### src/rtl/id_scoreboard.sv
// id_scoreboard: ID-stage scoreboard tracking multi-cycle writebacks, resolving operands and handing off to EX.
// Define ID_SCB_FWD_EN to build the forwarding muxes; without it any forward-source match stalls instead.
module id_scoreboard #(
    parameter int DATA_WIDTH     = 32,
    parameter int REG_ADDR_WIDTH = 5,
    parameter int NUM_FWD        = 3,
    parameter int MAX_OUT        = 4
) (
    input  logic                               clk,
    input  logic                               rst_n,
    input  logic                               id_valid_i,
    input  logic [REG_ADDR_WIDTH-1:0]          id_rs1_i,
    input  logic [REG_ADDR_WIDTH-1:0]          id_rs2_i,
    input  logic                               id_use1_i,
    input  logic                               id_use2_i,
    input  logic [REG_ADDR_WIDTH-1:0]          id_rd_i,
    input  logic                               id_rd_wr_i,
    input  logic                               id_long_i,
    input  logic [DATA_WIDTH-1:0]              rf_rs1_i,
    input  logic [DATA_WIDTH-1:0]              rf_rs2_i,
    input  logic [NUM_FWD-1:0]                 fwd_wr_i,
    input  logic [NUM_FWD*REG_ADDR_WIDTH-1:0]  fwd_waddr_i,
    input  logic [NUM_FWD*DATA_WIDTH-1:0]      fwd_data_i,
    input  logic [NUM_FWD-1:0]                 fwd_ld_i,
    input  logic                               lo_done_i,
    input  logic [REG_ADDR_WIDTH-1:0]          lo_waddr_i,
    input  logic                               e_ready_i,
    input  logic                               flush_i,
    output logic                               stall_o,
    output logic                               e_valid_o,
    output logic [DATA_WIDTH-1:0]              e_rs1_o,
    output logic [DATA_WIDTH-1:0]              e_rs2_o,
    output logic [REG_ADDR_WIDTH-1:0]          e_rd_o,
    output logic                               e_rd_wr_o,
    output logic                               e_long_o,
    output logic [3:0]                         outstanding_o
);
    localparam int NREG = 1 << REG_ADDR_WIDTH;
    localparam logic [3:0] MAX_CNT = 4'(MAX_OUT);

    logic [NREG-1:0]           pend_q, pend_d;
    logic [3:0]                cnt_q, cnt_d;
    logic                      e_valid_q, e_valid_d;
    logic [DATA_WIDTH-1:0]     e_rs1_q, e_rs2_q;
    logic [REG_ADDR_WIDTH-1:0] e_rd_q;
    logic                      e_rd_wr_q, e_long_q;
    logic                      blk1, blk2, hazard, issue, inc, dec;
    logic [DATA_WIDTH-1:0]     op1, op2;

`ifdef ID_SCB_FWD_EN
    // Walk oldest to youngest so the youngest match wins; bit DATA_WIDTH flags a load still in flight.
    function automatic logic [DATA_WIDTH:0] fwd_pick(input logic [REG_ADDR_WIDTH-1:0] a,
                                                      input logic [DATA_WIDTH-1:0] rf);
        logic [DATA_WIDTH:0] r;
        r = {1'b0, rf};
        for (int j = NUM_FWD - 1; j >= 0; j--)
            if (fwd_wr_i[j] && fwd_waddr_i[j*REG_ADDR_WIDTH +: REG_ADDR_WIDTH] == a)
                r = {fwd_ld_i[j], fwd_data_i[j*DATA_WIDTH +: DATA_WIDTH]};
        return a == '0 ? '0 : r;
    endfunction
`else
    function automatic logic fwd_hit(input logic [REG_ADDR_WIDTH-1:0] a);
        logic h;
        h = 1'b0;
        for (int j = 0; j < NUM_FWD; j++)
            h = h | (fwd_wr_i[j] && fwd_waddr_i[j*REG_ADDR_WIDTH +: REG_ADDR_WIDTH] == a);
        return h && a != '0;
    endfunction

    logic unused_fwd;
    assign unused_fwd = ^{fwd_data_i, fwd_ld_i};
`endif

    always_comb begin
`ifdef ID_SCB_FWD_EN
        {blk1, op1} = fwd_pick(id_rs1_i, rf_rs1_i);
        {blk2, op2} = fwd_pick(id_rs2_i, rf_rs2_i);
`else
        blk1 = fwd_hit(id_rs1_i);
        blk2 = fwd_hit(id_rs2_i);
        op1  = id_rs1_i == '0 ? '0 : rf_rs1_i;
        op2  = id_rs2_i == '0 ? '0 : rf_rs2_i;
`endif
        // Pending bit 0 is never set, so register 0 can never raise a scoreboard hazard.
        hazard = (id_use1_i && (blk1 || pend_q[id_rs1_i]))
               || (id_use2_i && (blk2 || pend_q[id_rs2_i]))
               || (id_rd_wr_i && pend_q[id_rd_i])
               || (id_long_i && cnt_q == MAX_CNT);
    end

    assign stall_o   = id_valid_i & (hazard | (e_valid_q & ~e_ready_i));
    assign issue     = id_valid_i & ~stall_o & ~flush_i;
    assign inc       = issue & id_long_i;
    assign dec       = lo_done_i & (cnt_q != 4'd0);
    assign cnt_d     = (inc & ~dec) ? cnt_q + 4'd1 : (dec & ~inc) ? cnt_q - 4'd1 : cnt_q;
    assign e_valid_d = issue | (e_valid_q & ~e_ready_i & ~flush_i);

    // Set after clear so a same-cycle issue to the retiring register stays pending.
    always_comb begin
        pend_d = pend_q;
        if (lo_done_i) pend_d[lo_waddr_i] = 1'b0;
        if (inc && id_rd_i != '0) pend_d[id_rd_i] = 1'b1;
    end

    always_ff @(posedge clk or negedge rst_n) begin
        if (!rst_n) begin
            pend_q    <= '0;
            cnt_q     <= '0;
            e_valid_q <= 1'b0;
            e_rs1_q   <= '0;
            e_rs2_q   <= '0;
            e_rd_q    <= '0;
            e_rd_wr_q <= 1'b0;
            e_long_q  <= 1'b0;
        end else begin
            pend_q    <= pend_d;
            cnt_q     <= cnt_d;
            e_valid_q <= e_valid_d;
            if (issue) begin
                e_rs1_q   <= op1;
                e_rs2_q   <= op2;
                e_rd_q    <= id_rd_i;
                e_rd_wr_q <= id_rd_wr_i;
                e_long_q  <= id_long_i;
            end
        end
    end

    assign e_valid_o     = e_valid_q;
    assign e_rs1_o       = e_rs1_q;
    assign e_rs2_o       = e_rs2_q;
    assign e_rd_o        = e_rd_q;
    assign e_rd_wr_o     = e_rd_wr_q;
    assign e_long_o      = e_long_q;
    assign outstanding_o = cnt_q;
endmodule

### config.mk
export PLATFORM = sky130hd
export DESIGN_NAME = id_scoreboard
export DESIGN_NICKNAME = d
export VERILOG_FILES = /design/src/rtl/id_scoreboard.sv
export SDC_FILE = /design/constraint.sdc
export NUM_CORES = 1
export LEC_CHECK = 0
export CELL_PAD_IN_SITES_DETAIL_PLACEMENT = 1
export CELL_PAD_IN_SITES_GLOBAL_PLACEMENT = 1
export CORE_ASPECT_RATIO = 0.6
export CORE_MARGIN = 2
export CORE_UTILIZATION = 30
export DETAILED_ROUTE_END_ITERATION = 10
export PLACE_DENSITY_LB_ADDON = 0.25
export SETUP_SLACK_MARGIN = 0.3
export SYNTH_ARGS = -nofsm -noshare
export SYNTH_HDL_FRONTEND = slang
export SYNTH_SLANG_ARGS = --single-unit
### constraint.sdc
create_clock -name clk -period 7.85 [get_ports clk]
set_input_delay 1.1775 -clock clk [delete_from_list [all_inputs] [get_ports clk]]
set_output_delay 1.1775 -clock clk [all_outputs]
set_load 0.01 [all_outputs]
==> flow_summary.ini <==
[timing]
worst_hold_slack_ns = 0.497
tightestPinTransition_ns = 0.991
timing.slew.headroom_pct = 33.7
fin_crit_ns = 6.01
rsz0062_at_grt = no
final_min_period_over_clock_period_pct = 76.6
clock_skew_ns = 0.00884
finalSetupTns_ns = 0
max_freq_ghz = 0.166
finalMaxSlewViolations = 0
final-hold-violation-count = 0
report.final.setup_viol = 0

[worst_hold_path]
min-delay-start = e_rd_wr_o
holdPathEnd = e_rd_wr_o
holdPathStages = 1
min-delay-path-class = reg2reg

[synthesis]
cell_types_occupying_the_most_area_after_synthesis = sky130_fd_sc_hd__dfrtp_1, sky130_fd_sc_hd__mux2i_1, sky130_fd_sc_hd__mux4_2
synth_fp_nets = 808
synth_cells = 593
synth.ff_latch_count = 108
synth.avg_cell_area_um2 = 10.3
synthDominantAreaCellType = sky130_fd_sc_hd__dfrtp_1
synth_top_flop_cell = sky130_fd_sc_hd__dfrtp_1
most_used_standard_cells_in_the_synthesized_netlist = sky130_fd_sc_hd__dfrtp_1, sky130_fd_sc_hd__mux2i_1, sky130_fd_sc_hd__nand2_1
ys_types = 47
post_synthesis_cell_area_mm2 = 0.00609
synth-warning-count = 0
ys_seq_area_share_pct = 44.4
number_of_enable_flip_flop_cells_after_synthesis = 0
asyncSetResetFlopFracSynth_pct = 100
yosysMostFrequentCell = sky130_fd_sc_hd__dfrtp_1
synth_top_cell_area_share_pct = 44.4

[setup_path]
worstPathRequired_ns = 8.08
slowest_stage = sky130_fd_sc_hd__clkdlybuf4s50_1
reg2reg_from = pend_q[14]
cp_slowest_stage_delay_ns = 1.11
crit-reg2reg-capture = outstanding_o[3]
setup.reg_to_reg.worst_slack_ns = 3.31
cp_max_fo = 40
category_of_the_most_critical_setup_path = in2reg
critical_path.endpoint_type = flop
worstPathArrival_ns = 6.25
cp_cell_sequence = clkdlybuf4s50_1 -> mux4_2 -> nor2b_1 -> a31oi_1 -> nand4_1 -> a2111o_1 -> or4_4 -> nor2_1 -> ha_1 -> inv_1 -> ha_1 -> a21o_1 -> a21oi_1 -> xnor2_1 -> nor2_1 -> xor2_1
ff2ff_path_depth = 15
critPathLaunchType = primary input

[power]
share_seq_of_total_power_pct = 38.2
switching_power_mw = 0.670
cellInternalPower_mw = 1.47
power_density_mw_per_mm2 = 252
power_frac_comb_pct = 36.3
clockPowerShare_pct = 25.5
total_power_mw = 2.14
switching_portion_of_total_power_pct = 31.3
leakage_nw = 4.09
vdd_ir_drop_max_mv = 0.106

[cts]
cts_made_buffers = 9
post_cts_resized = 0
cts_tree = yes
cts_h_tree_lvls = 3
max-clock-path-buffers = 2
clkSinkCount = 108
clk_latency_ns = 0.35
cts-hold-fix-buffers = 0
clk_pin_slew_ns = 0.07
cts_root_buffer = sky130_fd_sc_hd__clkbuf_16
post-cts-setup-buffer-count = 0

[placed_design]
placement.io_buffers = 188
place_inst = 1020
dp_hpwl_um = 15000
finalWeightedCongestion = 0.856
placed_area_mm2 = 0.00814

[cells_and_area]
final_layout_size_suffix_gt1_share_pct = 6.68
finish.net_count = 973
antenna-diode-count = 0
finalInstanceArea_mm2 = 0.00849
syn2layout_area_growth_pct = 39.4
post_layout_nonfiller_instances = 1036

[grt]
antenna_found_initial = 0
first_global_vias = 5639
globalRoute.totalOverflow = 0
grt.total_usage_pct = 19.7
wire_length_of_the_first_global_routing_pass_um = 32800
grt_max_degree = 66

[route]
wire_per_inst_um = 19.8
final_antenna_net_count = 0
vias_per_cell = 5.06
via_total_after_detailed_routing = 5239
remaining_drc_errors = 0
postRouteWirelength_um = 20500
drt_iter0_markers = 301
drt_pass1_iterations = 4

[floorplanning]
coreArea_mm2 = 0.0200
initial_utilization_pct = 30.5
chipHeight_um = 114
chipWidth_um = 188
rows = 40
dieArea_mm2 = 0.0215
num_io_pins = 288

[run_status]
outcome = completed

[run]
timing.max_cap.violations = 0
[cell families (layout without fill, tap and decap cells)]
group,count (synthesis),in the layout,share of synthesized area [%]
adder cells (fa/ha/maj),4,4,0.945
buffers and inverters,107,277,7.77
AND/OR/NAND/NOR,145,145,11.4
AO/OA/AOI/OAI,87,87,9.59
XOR/XNOR,34,34,4.89
multiplexers,108,108,21.0
flip-flops,108,108,44.4
[flip-flops by register name, summed over array words and instances (netlist names)]
signal         cells
e_rd_o             5
outstanding_o      4
pend_q            32
e_long_o           1
e_valid_o          1
e_rs1_o           32
e_rs2_o           32
e_rd_wr_o          1
[worst max-delay path: cells and delay by family]
kind	cells	cell delay, ns
simple gates	5	1.49
fa+ha+maj	2	0.48
buf+inv	2	1.20
xor+xnor	2	0.28
compound gates	4	1.15
mux	1	0.42
[through the flow]
step           setup slack (ns)  util (%)
5_1_grt                    1.64      42.5
2_1_floorplan              2.97         -
6_report                   1.84      42.5
4_1_cts                    1.91      42.5
3_5_place_dp               1.57      40.7
3_3_place_gp               1.66      40.7
[per-layer routing]
metal | GRT usage [%] | part of all wire [%] | up-vias
li1 | - | - | 2367
met1 | 28.0 | 48 | 2640
met2 | 29.5 | 43 | 208
met3 | 5.15 | 7.0 | 24
met4 | 5.56 | 1.7 | 0
met5 | 0 | 0 | -
[power groups by stage]
stage                     logic [mW]  registers [mW]  clock network, mW
after detailed placement       0.784           0.831                  0
after global routing           0.845           0.841              0.587
after floorplan                0.274           0.876                  0
after global placement         0.755           0.815                  0
after CTS                      0.787           0.820              0.564
final                          0.776           0.817              0.546
[how the worst max path moves through the flow]
stage,start,endpoint,slack [ns],depth (start not counted)
2_1_floorplan,id_rs1_i[1],outstanding_o[3],2.97,19
3_3_place_gp,id_rd_i[1],outstanding_o[3],1.66,16
3_5_place_dp,id_rd_i[1],outstanding_o[3],1.57,16
4_1_cts,id_rd_i[1],outstanding_o[3],1.91,16
5_1_grt,id_rd_i[1],outstanding_o[3],1.64,16
6_report,id_rd_i[1],outstanding_o[3],1.84,16
[final cells by class]
type                    instances  area, um^2
fillers                      2207       11500
multi-input cells             378        2920
flip-flops and latches        108        2700
repair buffers                193        1920
well taps                     273         342
inverters                      68         255
clock buffers                  10         239
clock inverters                 6         119
[layout by cell type, fill, tap and decap left out, types with 2 or more instances in the layout]
cell / instances
sky130_fd_sc_hd__mux4_2: 15
sky130_fd_sc_hd__nand2b_1: 2
sky130_fd_sc_hd__clkdlybuf4s50_1: 187
sky130_fd_sc_hd__o31ai_1: 31
sky130_fd_sc_hd__or3_1: 3
sky130_fd_sc_hd__dfrtp_1: 108
sky130_fd_sc_hd__a21oi_1: 2
sky130_fd_sc_hd__buf_4: 6
sky130_fd_sc_hd__clkbuf_16: 9
sky130_fd_sc_hd__o21ai_0: 35
sky130_fd_sc_hd__a31oi_1: 3
sky130_fd_sc_hd__o41ai_1: 2
sky130_fd_sc_hd__inv_1: 68
sky130_fd_sc_hd__nand2_1: 80
sky130_fd_sc_hd__nand3b_1: 13
sky130_fd_sc_hd__or3b_2: 5
sky130_fd_sc_hd__nor2_1: 9
sky130_fd_sc_hd__xnor2_1: 9
sky130_fd_sc_hd__mux2_2: 6
sky130_fd_sc_hd__bufinv_16: 3
sky130_fd_sc_hd__mux2i_1: 83
sky130_fd_sc_hd__xor2_1: 25
sky130_fd_sc_hd__o311ai_0: 2
sky130_fd_sc_hd__nor3_1: 4
sky130_fd_sc_hd__nor4_1: 6
sky130_fd_sc_hd__nand3_1: 13
sky130_fd_sc_hd__nand4_1: 3
sky130_fd_sc_hd__ha_1: 3
sky130_fd_sc_hd__nor2b_1: 4
sky130_fd_sc_hd__mux2_1: 4
Note: power is estimated with default switching activity, not from simulation.
